$ cat src/rtl/rx_frame_sequencer.sv
// Receive frame sequencer: sync search, SIGNAL check, DATA/flush gating.
// Optional: define RX_TAIL_CHECK_EN to reject SIGNAL fields with nonzero tail bits.
module rx_frame_sequencer #(
  parameter int unsigned PREAMBLE_LEN = 12,
  parameter int unsigned MAX_LEN      = 4095,
  parameter int unsigned FLUSH_CYCLES = 36
) (
  input  logic        Clk,
  input  logic        Reset,
  input  logic        En,
  input  logic        Data,
  input  logic        Data_valid,
  output logic        Dec_En,
  output logic        Dec_Last,
  output logic [3:0]  Rate,
  output logic [11:0] Length,
  output logic        Sig_valid,
  output logic        Sig_err,
  output logic        Frame_done,
  output logic        Busy
);

  localparam logic [2:0] S_IDLE  = 3'd0;
  localparam logic [2:0] S_PRE   = 3'd1;
  localparam logic [2:0] S_SIG   = 3'd2;
  localparam logic [2:0] S_CHECK = 3'd3;
  localparam logic [2:0] S_DATA  = 3'd4;
  localparam logic [2:0] S_FLUSH = 3'd5;

  localparam logic [7:0] PL = 8'(PREAMBLE_LEN);
  localparam logic [7:0] FL = 8'(FLUSH_CYCLES);

  logic [2:0]  state_q, state_d;
  logic [7:0]  pre_cnt_q, pre_cnt_d;
  logic [4:0]  sig_cnt_q, sig_cnt_d;
  logic [23:0] sig_q, sig_d;
  logic [3:0]  rate_q, rate_d;
  logic [11:0] len_q, len_d;
  logic [7:0]  ndbps_q, ndbps_d;
  logic [15:0] need_q, need_d;
  logic [15:0] acc_q, acc_d;
  logic [8:0]  cb_q, cb_d;
  logic [7:0]  fl_cnt_q, fl_cnt_d;
  logic        data_q, data_d;
  logic        flush_q, flush_d;

  logic [3:0]  sig_rate;
  logic [11:0] sig_len;
  logic [7:0]  sig_ndbps;
  logic        chk_err;
  logic        in_check;
  logic [8:0]  two_n;
  logic        sym_end;
  logic [15:0] acc_nx;
  logic        done_ok;
  logic        fl_end;

  // Rate is held with R1 in bit 0; 0 marks an unsupported code.
  function automatic logic [7:0] ndbps_of(input logic [3:0] r);
    logic [7:0] n;
    n = 8'd0;
    case (r)
      4'b1011: n = 8'd24;
      4'b1111: n = 8'd36;
      4'b1010: n = 8'd48;
      4'b1110: n = 8'd72;
      4'b1001: n = 8'd96;
      4'b1101: n = 8'd144;
      4'b1000: n = 8'd192;
      4'b1100: n = 8'd216;
      default: n = 8'd0;
    endcase
    return n;
  endfunction

  assign sig_rate  = sig_q[3:0];
  assign sig_len   = sig_q[16:5];
  assign sig_ndbps = ndbps_of(sig_rate);

  always_comb begin
    chk_err = (^sig_q[17:0])
            | sig_q[4]
            | (sig_ndbps == 8'd0)
            | (sig_len == 12'd0)
            | ({20'd0, sig_len} > MAX_LEN);
`ifdef RX_TAIL_CHECK_EN
    chk_err = chk_err | (|sig_q[23:18]);
`else
    chk_err = chk_err;
`endif
  end

  assign in_check = (state_q == S_CHECK);
  assign two_n    = {ndbps_q, 1'b0};
  assign sym_end  = (cb_q == (two_n - 9'd1));
  assign acc_nx   = acc_q + {8'd0, ndbps_q};
  assign done_ok  = data_q & Data_valid & sym_end & (acc_nx >= need_q);
  assign fl_end   = flush_q & (fl_cnt_q == (FL - 8'd1));

  assign Dec_En     = (data_q & Data_valid) | flush_q;
  assign Dec_Last   = done_ok;
  assign Rate       = rate_q;
  assign Length     = len_q;
  assign Sig_valid  = in_check & ~chk_err;
  assign Sig_err    = in_check & chk_err;
  assign Frame_done = fl_end;
  assign Busy       = (state_q != S_IDLE);

  always_comb begin
    state_d   = state_q;
    pre_cnt_d = pre_cnt_q;
    sig_cnt_d = sig_cnt_q;
    sig_d     = sig_q;
    rate_d    = rate_q;
    len_d     = len_q;
    ndbps_d   = ndbps_q;
    need_d    = need_q;
    acc_d     = acc_q;
    cb_d      = cb_q;
    fl_cnt_d  = fl_cnt_q;
    data_d    = data_q;
    flush_d   = flush_q;
    unique case (state_q)
      S_IDLE: begin
        if (Data_valid && Data) begin
          if (PL <= 8'd1) begin
            state_d   = S_SIG;
            sig_cnt_d = 5'd0;
          end else begin
            state_d   = S_PRE;
            pre_cnt_d = 8'd1;
          end
        end
      end
      S_PRE: begin
        if (Data_valid) begin
          if (!Data) begin
            state_d   = S_IDLE;
            pre_cnt_d = 8'd0;
          end else if (pre_cnt_q + 8'd1 >= PL) begin
            state_d   = S_SIG;
            pre_cnt_d = 8'd0;
            sig_cnt_d = 5'd0;
          end else begin
            pre_cnt_d = pre_cnt_q + 8'd1;
          end
        end
      end
      S_SIG: begin
        if (Data_valid) begin
          sig_d = {Data, sig_q[23:1]};
          if (sig_cnt_q == 5'd23) begin
            state_d   = S_CHECK;
            sig_cnt_d = 5'd0;
          end else begin
            sig_cnt_d = sig_cnt_q + 5'd1;
          end
        end
      end
      S_CHECK: begin
        if (chk_err) begin
          state_d = S_IDLE;
        end else begin
          state_d = S_DATA;
          rate_d  = sig_rate;
          len_d   = sig_len;
          ndbps_d = sig_ndbps;
          // 16 SERVICE + 6 tail bits ahead of/behind the payload octets.
          need_d  = 16'd22 + {1'b0, sig_len, 3'b000};
          acc_d   = 16'd0;
          cb_d    = 9'd0;
          data_d  = 1'b1;
        end
      end
      S_DATA: begin
        if (Data_valid) begin
          if (sym_end) begin
            cb_d = 9'd0;
            if (acc_nx >= need_q) begin
              state_d  = S_FLUSH;
              data_d   = 1'b0;
              flush_d  = 1'b1;
              fl_cnt_d = 8'd0;
              acc_d    = 16'd0;
            end else begin
              acc_d = acc_nx;
            end
          end else begin
            cb_d = cb_q + 9'd1;
          end
        end
      end
      S_FLUSH: begin
        if (fl_end) begin
          state_d  = S_IDLE;
          flush_d  = 1'b0;
          fl_cnt_d = 8'd0;
        end else begin
          fl_cnt_d = fl_cnt_q + 8'd1;
        end
      end
      default: begin
        state_d = S_IDLE;
        data_d  = 1'b0;
        flush_d = 1'b0;
      end
    endcase
  end

  always_ff @(posedge Clk) begin
    if (!Reset || !En) begin
      state_q   <= S_IDLE;
      pre_cnt_q <= '0;
      sig_cnt_q <= '0;
      sig_q     <= '0;
      rate_q    <= '0;
      len_q     <= '0;
      ndbps_q   <= '0;
      need_q    <= '0;
      acc_q     <= '0;
      cb_q      <= '0;
      fl_cnt_q  <= '0;
      data_q    <= 1'b0;
      flush_q   <= 1'b0;
    end else begin
      state_q   <= state_d;
      pre_cnt_q <= pre_cnt_d;
      sig_cnt_q <= sig_cnt_d;
      sig_q     <= sig_d;
      rate_q    <= rate_d;
      len_q     <= len_d;
      ndbps_q   <= ndbps_d;
      need_q    <= need_d;
      acc_q     <= acc_d;
      cb_q      <= cb_d;
      fl_cnt_q  <= fl_cnt_d;
      data_q    <= data_d;
      flush_q   <= flush_d;
    end
  end

endmodule

$ cat config.mk
export PLATFORM = sky130hd
export DESIGN_NAME = rx_frame_sequencer
export DESIGN_NICKNAME = d
export VERILOG_FILES = /design/src/rtl/rx_frame_sequencer.sv
export SDC_FILE = /design/constraint.sdc
export NUM_CORES = 1
export LEC_CHECK = 0
export ABC_AREA = 1
export CAP_MARGIN = 20
export CORE_MARGIN = 2
export CORE_UTILIZATION = 30
export CTS_CLUSTER_DIAMETER = 60
export DETAILED_ROUTE_END_ITERATION = 7
export HOLD_SLACK_MARGIN = 0.1
export MAX_ROUTING_LAYER = met4
export RECOVER_POWER = 25
export REMOVE_ABC_BUFFERS = 1
export SYNTH_ARGS = -nofsm -noshare
export SYNTH_HDL_FRONTEND = slang
export SYNTH_SLANG_ARGS = --single-unit
$ cat constraint.sdc
create_clock -name Clk -period 3.9 [get_ports Clk]
set_clock_uncertainty 0.05 [all_clocks]
set_input_delay 0.78 -clock Clk [delete_from_list [all_inputs] [get_ports Clk]]
set_output_delay 0.78 -clock Clk [all_outputs]
set_load 0.01 [all_outputs]
==> impl_metrics.toml, run 1 <==
[outcome]
status = "completed"

[detailed_routing]
vias = 5717
ant_nets = 0
routed_wl_um = 14600
wl_met1_um = 7290
wl_met3_um = 396
routed.top_layer = "met4"
wl_per_cell_um = 11.7
drc = 0
wl_met2_um = 6660
via_per_inst = 4.58
drtPass1Iterations = 5
drt-initial-drc-count = 262

[cells_and_area]
fin_area_mm2 = 0.00785
utilization_pct = 37.6
fin_cells = 1249
drive_above_1_share_pct = 12.6
fin_nets = 1001
area_delta_synth_final_pct = 24.1
antenna_cells = 0
fillers = 2189

[yosys]
yosys_register_bits = 114
ys_warn_count = 0
syn_inst = 917
synth-compound-area-share_pct = 15.6
synth_flop_cell = "dfxtp_1"
synth-xor-area-share_pct = 3.87
yosys.area_share.adder_pct = 7.04
synth-edff-count = 0
yosysTopAreaCell = "dfxtp_1"
synth-simple-area-share_pct = 28.2
ys_top_cells_by_area = "dfxtp_1 36%, nand2_1 12%, a21oi_1 8.7%"
synth.top_cell.area_share_pct = 36.1
synth.mux.area_fraction_pct = 0
postSynth.asyncResetShare_pct = 0
synth_top_family_by_area = "simple AND/OR/NAND/NOR gates"
syn_avg_cell_area_um2 = 6.90
syn_area_mm2 = 0.00633
synth.distinct_cells = 46
ys_seq_area_share_pct = 36.1

[timing]
hold_violations = 0
fin_crit_sh_pct = 98.6
worst_pin_slew_ns = 1.21
finalSetupViolations = 0
fmax_ghz = 0.260
whs_ns = 0.408
maxSlewHeadroom_pct = 19.3
finalCriticalPeriod_ns = 3.85
tns_ns = 0
grt_setup_unrepaired = "yes"
slew_violations = 0
final.setup.worst_slack_ns = 0.0537

[floorplan]
dieArea_mm2 = 0.0223
ioPinCount = 27
coreArea_mm2 = 0.0209
start_util_pct = 30.3
die_w_um = 149
die_h_um = 149
num_rows = 53

[worst_setup_path]
cp_data_arrival_time_ns = 3.02
crit_path_max_fanout = 2
r2r_cells = 19
endpoint_kind = "primary output"
crit_type = "register to primary output"
start_kind = "register"
required_ns = 3.07

[clocking]
clock_path_buffers = 2
cts_sinks = 114
clkLatencyLatePin_ns = 0.42
clk_pin_slew_worst_paths_ns = 0.06
clockRootBuffer = "clkbuf_16"
cts_inserted_buffers = 17
htree_levels = 4
ctsHoldBuffers = 0
cts_tree = "built"

[placed_design]
placed_cells = 1213
hpwlAfterDp_um = 10300
place_area_mm2 = 0.00698
io_buffers = 26
globalplace.congestion = 0.835
dp_slack_ns = -0.384

[pwr]
vdd_drop_max_v = 0.000288
power_mw = 2.93
leakagePower_nw = 3.28
powerDensity_mw_per_mm2 = 373

[global_route]
grt_overflow_total = 0
grt_pass1_wl_um = 25100
grtUsageTotal_pct = 14.3
grt_start_max_net_pins = 47
grt_pass1_vias = 5388
antenna_found_initial = 0

[min_path]
min-delay-path-class = "register to register"
hold_depth = 2

[flow_run]
cap_violations = 0
[path summary, 6_finish.rpt]
kind                     start           end  slack (ns)
hold reg to reg   pre_cnt_q[5]  pre_cnt_q[5]        0.41
hold / removal    pre_cnt_q[5]  pre_cnt_q[5]        0.41
setup / recovery    ndbps_q[2]      Dec_Last        0.05
setup reg to reg    ndbps_q[7]     acc_q[12]        0.57
[cell usage in the layout (no fill, tap or decap), drive strengths merged, types with 2 or more instances in the layout]
cell type / netlist / layout
clkbuf: 17 / 24
a21oi: 111 / 111
nand3: 63 / 63
nor4: 3 / 3
nand2: 211 / 211
o21ai: 68 / 68
xnor2: 7 / 7
nor2: 89 / 89
dfxtp: 114 / 114
a31oi: 2 / 2
or2: 6 / 6
bufinv: 0 / 4
nor3: 13 / 13
inv: 109 / 113
xor2: 21 / 21
clkinvlp: 0 / 3
dlygate4sd3: 0 / 16
buf: 17 / 31
ha: 34 / 34
nand4: 19 / 19
clkdlybuf4s50: 0 / 9
[where the power goes]
group | switching [mW] | total (mW) | internal, mW
Combinational | 0.0508 | 0.0743 | 0.0234
Sequential | 0.00472 | 1.17 | 1.17
Clock | 0.559 | 1.68 | 1.12
[worst max-delay path: stages, from the launching register on]
cell and delay, ns:
dfxtp_2 0.35, ha_4 0.14, inv_2 0.03, fa_2 0.35, o21ai_2 0.19, nand2_2 0.10
nand2_4 0.09, nand2_4 0.06, xnor2_2 0.14, ha_1 0.29, nand2_2 0.07, nor2_4 0.08
nand4_1 0.09, o21bai_4 0.19, nand2_2 0.09, nor3b_4 0.18, buf_2 0.15
[cell usage after synthesis (7+ instances only)]
cell type	number
a21oi_1	110
buf_2	12
clkbuf_1	17
dfxtp_1	114
ha_1	34
inv_1	104
nand2_1	207
nand3_1	59
nand4_1	18
nor2_1	85
nor3_1	11
o21ai_0	63
xnor2_1	7
xor2_1	21
[cell families after synthesis]
logic type                 count (synthesis)
buffers and inverters                    144
xor gates and xnor gates                  28
DFF                                      114
adders and majority gates                 35
AOI/OAI and AO/OA                        190
and+or+nand+nor                          406
[layout make-up]
| cell class | count | area, µm² | area share (%) |
|---|---|---|---|
| timing repair buffer | 59 | 492 | 6.26 |
| inverter | 110 | 413 | 5.26 |
| clock inverter | 11 | 174 | 2.21 |
| sequential | 114 | 2280 | 29.1 |
| multi-input combinational | 659 | 3680 | 46.8 |
| tap | 275 | 344 | 4.38 |
| clock buffer | 21 | 470 | 5.99 |
[sequential cells by signal, indices dropped and copies added (netlist names)]
register	flops
sig_cnt_q	5
ndbps_q	6
fl_cnt_q	8
Rate	4
pre_cnt_q	8
Length	12
need_q	13
sig_ndbps	6
cb_q	9
acc_q	14
data_q	1
state_q	3
sig_q	24
flush_q	1
[per-layer routing]
metal	vias to the layer above	track usage, %
li1	3089	-
met1	2529	18.2
met2	78	22.4
met3	21	2.78
met4	0	5.48
met5	-	-
[what timing repair did]
action	CTS	global route
gates resized for setup	23	31
pin swaps	11	20
endpoints found under the setup margin	1	1
setup buffers	3	2
No activity file was read; power rests on OpenSTA's default activity.
==> run 2, diff against run 1 <==
--- a/constraint.sdc
+++ b/constraint.sdc
@@ -3,3 +3,3 @@
 set_input_delay 0.78 -clock Clk [delete_from_list [all_inputs] [get_ports Clk]]
 set_output_delay 0.78 -clock Clk [all_outputs]
-set_load 0.01 [all_outputs]
+set_load 0.005 [all_outputs]
==> impl_metrics.toml, run 2 (same netlist as run 1, synthesis figures left out) <==
[clocking]
htree_levels = 4
cts_tree = "built"
clockRootBuffer = "clkbuf_16"
clkLatencyLatePin_ns = 0.41
cts_sinks = 114
cts_inserted_buffers = 17
clock_path_buffers = 2
clk_pin_slew_worst_paths_ns = 0.06

[worst_setup_path]
crit_end = "Dec_Last"
r2r_cells = 19
endpoint_kind = "primary output"
crit_family = "simple AND/OR/NAND/NOR gates"
critPathBufInv = 4
crit_cells = 16
timing.rr.start = "ndbps_q[2]"
cp_data_arrival_time_ns = 3.05
cp_cell_sequence = "ha_1 > buf_4 > a21o_1 > nand3_1 > nand2_2 > buf_4 > xor2_2 > ha_1 > nand2_1 > inv_1 > o21ai_1 > nand2_1 > a21oi_2 > nand2_2 > nor3b_4 > buf_2"
max_stage_delay_ns = 0.33
crit_path_max_fanout = 4
crit_slowest_cell = "dfxtp_1"
worstSetupStartpoint = "ndbps_q[7]"
rrSetupSlack_ns = 0.51
crit_type = "register to primary output"
required_ns = 3.07
start_kind = "register"
r2r-end = "acc_q[14]"

[detailed_routing]
routed_wl_um = 14700
drt-initial-drc-count = 261
drc = 0
drtPass1Iterations = 5
vias = 5764
ant_nets = 0
via_per_inst = 4.60
wl_per_cell_um = 11.7

[cells_and_area]
layout_common_cells = "200 x nand2_1, 112 x dfxtp_1, 107 x a21oi_1"
largest-register = "sig_q"
mostFrequentLayoutCell = "nand2_1"
drive_above_1_share_pct = 12.3
largest_register_ffs = 24
fin_cells = 1254
area_delta_synth_final_pct = 23.6
antenna_cells = 0
fin_nets = 1006
largestRegisters = "sig_q: 24 flops, acc_q: 14 flops, need_q: 13 flops"

[global_route]
antenna_found_initial = 0
grtUsageTotal_pct = 14.1
grt_overflow_total = 0
grt_pass1_wl_um = 25000
grt_start_max_net_pins = 47
grt_pass1_vias = 5392

[timing]
finalSetupViolations = 0
final.setup.worst_slack_ns = 0.0211
fin_crit_sh_pct = 99.5
grt_setup_unrepaired = "yes"
hold_violations = 0
fmax_ghz = 0.258
maxSlewHeadroom_pct = 18.3
finalCriticalPeriod_ns = 3.88
slew_violations = 0
worst_pin_slew_ns = 1.23

[floorplan]
dieArea_mm2 = 0.0223
num_rows = 53
die_h_um = 149
die_w_um = 149
ioPinCount = 27
coreArea_mm2 = 0.0209
start_util_pct = 30.3

[pwr]
powerDensity_mw_per_mm2 = 381
vdd_drop_max_v = 0.000266
power_mw = 2.98
leakagePower_nw = 3.27

[flow_run]
cap_violations = 0

[placed_design]
placed_cells = 1213
dp_slack_ns = -0.349
io_buffers = 26
globalplace.congestion = 0.836
hpwlAfterDp_um = 10300

[outcome]
status = "completed"

[min_path]
min-delay-path-class = "register to register"
run 2: cell types whose count changed in the layout (fill, tap and decap cells not counted), moves of 2 or more:
cell and change:
nand2_2 +2, nand2_4 -3, o21ai_0 +2, a21oi_1 +3
buf_4 +5, a21oi_2 -2
run 2: metrics by stage:
step	hold slack, ns	utilization (%)	area, µm²	TNS [ns]
after floorplan	0.388	-	6160	0
after detailed placement	0.401	33.4	6980	-0.349
after global routing	0.439	37.5	7820	-0.128
final	0.408	37.5	7820	0
after global placement	0.395	33.4	6980	-0.319
after CTS	0.411	37.0	7720	-0.0809
run 2: how the worst min path moves through the flow:
stage | from | to | slack [ns] | cells after the start
finish | pre_cnt_q[7] | pre_cnt_q[7] | 0.41 | 2
global placement | pre_cnt_q[5] | pre_cnt_q[5] | 0.40 | 2
floorplan | need_q[10] | need_q[10] | 0.39 | 2
detailed placement | pre_cnt_q[5] | pre_cnt_q[5] | 0.40 | 2
global route | pre_cnt_q[7] | pre_cnt_q[7] | 0.44 | 2
CTS | pre_cnt_q[5] | pre_cnt_q[5] | 0.41 | 2
run 2: final cells by class:
class | instances | area [µm²]
Fill cell | 2186 | 13100
Timing Repair Buffer | 64 | 529
Sequential cell | 114 | 2280
Clock inverter | 12 | 201
Clock buffer | 20 | 457
Inverter | 110 | 413
Multi-Input combinational cell | 659 | 3590
Tap cell | 275 | 344
run 2: worst min-delay path, cell delays in order (launching register included):
cell and delay, ns:
dfxtp_1 0.32, nand2_1 0.06, nor2_1 0.04
run 2: routing by layer:
layer	part of all wire (%)	global-route usage, %	up-vias	wire [µm]
li1	-	-	3103	-
met1	51	17.9	2583	7470
met2	46	22.4	58	6720
met3	1.8	2.08	20	261
met4	1.6	6.24	0	239
met5	0	-	-	0
run 2: what timing repair did:
| item | CTS | global route |
|---|---|---|
| hold buffers | 0 | 0 |
| pin swaps | 12 | 13 |
| buffers inserted | 3 | 6 |
| gates resized for setup | 22 | 15 |
| setup endpoints to repair | 1 | 1 |
| gates cloned | 0 | 0 |
run 2: power breakdown:
| part | leakage, nW | total, mW | internal [mW] | switching (mW) |
|---|---|---|---|---|
| combinational | 2.03 | 0.0735 | 0.0234 | 0.0501 |
| clock | 0.317 | 1.73 | 1.17 | 0.562 |
| sequential | 0.919 | 1.17 | 1.17 | 0.00478 |
==> run 3, diff against run 2 <==
Settings changed: CELL_PAD_IN_SITES_DETAIL_PLACEMENT set to 0, CELL_PAD_IN_SITES_GLOBAL_PLACEMENT set to 1, GPL_TIMING_DRIVEN set to 0, HOLD_SLACK_MARGIN 0.1 to 0.06, PLACE_DENSITY_LB_ADDON set to 0.1.
==> impl_metrics.toml, run 3 (same netlist as run 1, synthesis figures left out) <==
[outcome]
status = "finished with violations"
violations = "setup timing"

[worst_setup_path]
endpoint_kind = "primary output"
required_ns = 3.07
start_kind = "register"
crit_slowest_cell = "fa_2"
r2r_cells = 19
cp_cell_sequence = "ha_4 > inv_2 > fa_2 > o21ai_4 > nand2_2 > nand2_2 > xor2_1 > ha_1 > nand2_1 > inv_1 > o21ai_0 > nand2_1 > a21oi_4 > nand2_2 > nor3b_4 > buf_2"
crit_family = "adder cells"
timing.rr.start = "acc_q[2]"
crit_path_max_fanout = 2
max_stage_delay_ns = 0.38
cp_data_arrival_time_ns = 3.14
crit_cells = 16
critPathBufInv = 3
crit_type = "register to primary output"
rrSetupSlack_ns = 0.50
cpMostUsedCell = "nand2_2"
r2r-end = "acc_q[4]"

[floorplan]
ioPinCount = 27
num_rows = 53
start_util_pct = 30.3
coreArea_mm2 = 0.0209
dieArea_mm2 = 0.0223
die_h_um = 149
die_w_um = 149

[clocking]
ctsHoldBuffers = 0
cts_sinks = 114
clockRootBuffer = "clkbuf_16"
clkLatencyLatePin_ns = 0.41
clock_path_buffers = 2
clk_pin_slew_worst_paths_ns = 0.06
cts_inserted_buffers = 17
cts_tree = "built"
htree_levels = 4

[timing]
fmax_ghz = 0.252
whs_ns = 0.412
final.setup.worst_slack_ns = -0.0749
maxSlewHeadroom_pct = 34.8
finalSetupViolations = 1
worst_pin_slew_ns = 0.973
finalCriticalPeriod_ns = 3.97
fin_crit_sh_pct = 102
grt_setup_unrepaired = "yes"
slew_violations = 0
hold_violations = 0

[detailed_routing]
ant_nets = 0
drt-initial-drc-count = 217
drtPass1Iterations = 4
vias = 5713
via_per_inst = 4.62
drc = 0
routed_wl_um = 16900
wl_per_cell_um = 13.6

[min_path]
hold_depth = 2
min_to = "need_q[7]"
min-delay-path-class = "register to register"
hold_start = "need_q[7]"

[cells_and_area]
antenna_cells = 0
fin_cells = 1236
layout_common_cells = "201 x nand2_1, 109 x dfxtp_1, 107 x a21oi_1"
mostFrequentLayoutCell = "nand2_1"
fin_nets = 989
largest_register_ffs = 24
area_delta_synth_final_pct = 22.8
fillers = 2249
largest-register = "sig_q"
drive_above_1_share_pct = 11.2
largestRegisters = "sig_q: 24 flops, acc_q: 14 flops, need_q: 13 flops"
utilization_pct = 37.2
multi_input_area_mm2 = 0.00365
seq_area_mm2 = 0.00229

[placed_design]
hpwlAfterDp_um = 11200
placed_cells = 1186
dp_slack_ns = -0.736
io_buffers = 26
globalplace.congestion = 0.763

[pwr]
powerDensity_mw_per_mm2 = 378
leakagePower_nw = 3.18
vdd_drop_max_v = 0.000250

[flow_run]
cap_violations = 0

[global_route]
grt_pass1_wl_um = 29000
grt_pass1_vias = 5658
grt_overflow_total = 0
antenna_found_initial = 0
grtUsageTotal_pct = 16.8
grt_start_max_net_pins = 55
==> run 3: cell types whose count changed in the layout (fill, tap and decap cells not counted), sizes merged <==
cell and delta:
inv -3, clkdlybuf4s50 -2, buf -16, nand3 +2, clkinv +4, clkbuf -4
dlygate4sd3 +2, bufinv -1
==> run 3: layout make-up <==
| cell class | instances | area share [%] |
|---|---|---|
| multi-input cells | 661 | 47.0 |
| clock inverters | 12 | 2.33 |
| inverters | 110 | 5.49 |
| repair buffers | 45 | 5.63 |
| flip-flops and latches | 114 | 29.4 |
| well taps | 275 | 4.43 |
| clock buffers | 19 | 5.70 |
==> run 3: metal layers <==
metal	share of wire, %	track usage [%]	vias to the layer above
met5	0	-	-
met3	2.4	3.30	11
li1	-	-	3070
met4	1.4	3.95	0
met2	44	25.6	58
met1	52	23.1	2574
==> run 3: worst max path at each step <==
| stage | endpoint | from |
|---|---|---|
| 6_report | Dec_Last | acc_q[2] |
| 5_1_grt | Dec_Last | acc_q[2] |
| 4_1_cts | Dec_Last | acc_q[2] |
| 3_5_place_dp | Dec_Last | ndbps_q[2] |
| 3_3_place_gp | sig_cnt_q[0] | En |
| 2_1_floorplan | Dec_Last | ndbps_q[2] |
==> run 3: power by group <==
group | leakage [nW] | total (mW) | internal [mW] | switching (mW)
Combinational | 1.95 | 0.0828 | 0.0275 | 0.0552
Clock | 0.304 | 1.68 | 1.09 | 0.596
Sequential | 0.921 | 1.17 | 1.17 | 0.00481
Total | 3.18 | 2.94 | 2.28 | 0.656
==> run 3: stage by stage <==
stage / setup TNS [ns] / total power [mW] / instance area, µm²
floorplan: 0 / 1.25 / 6160
global placement: -132.35 / 1.28 / 6760
detailed placement: -2.96 / 1.28 / 6820
CTS: -0.131 / 2.99 / 7680
global route: -0.228 / 3.05 / 7770
finish: -0.0749 / 2.94 / 7770
==> run 3: repair_timing <==
action                     4_1_cts  5_1_grt
setup endpoints to repair       15        2
setup buffers                   11        6
gates cloned                     2        0
gates resized for setup         36       11
pin swaps                       12       11
==> run 3: tightest hold or removal path: cells and delay by family (launching register included) <==
family	cells	cell delay, ns
buffers and inverters	1	0.07
DFF	1	0.29
AOI/OAI and AO/OA	1	0.06
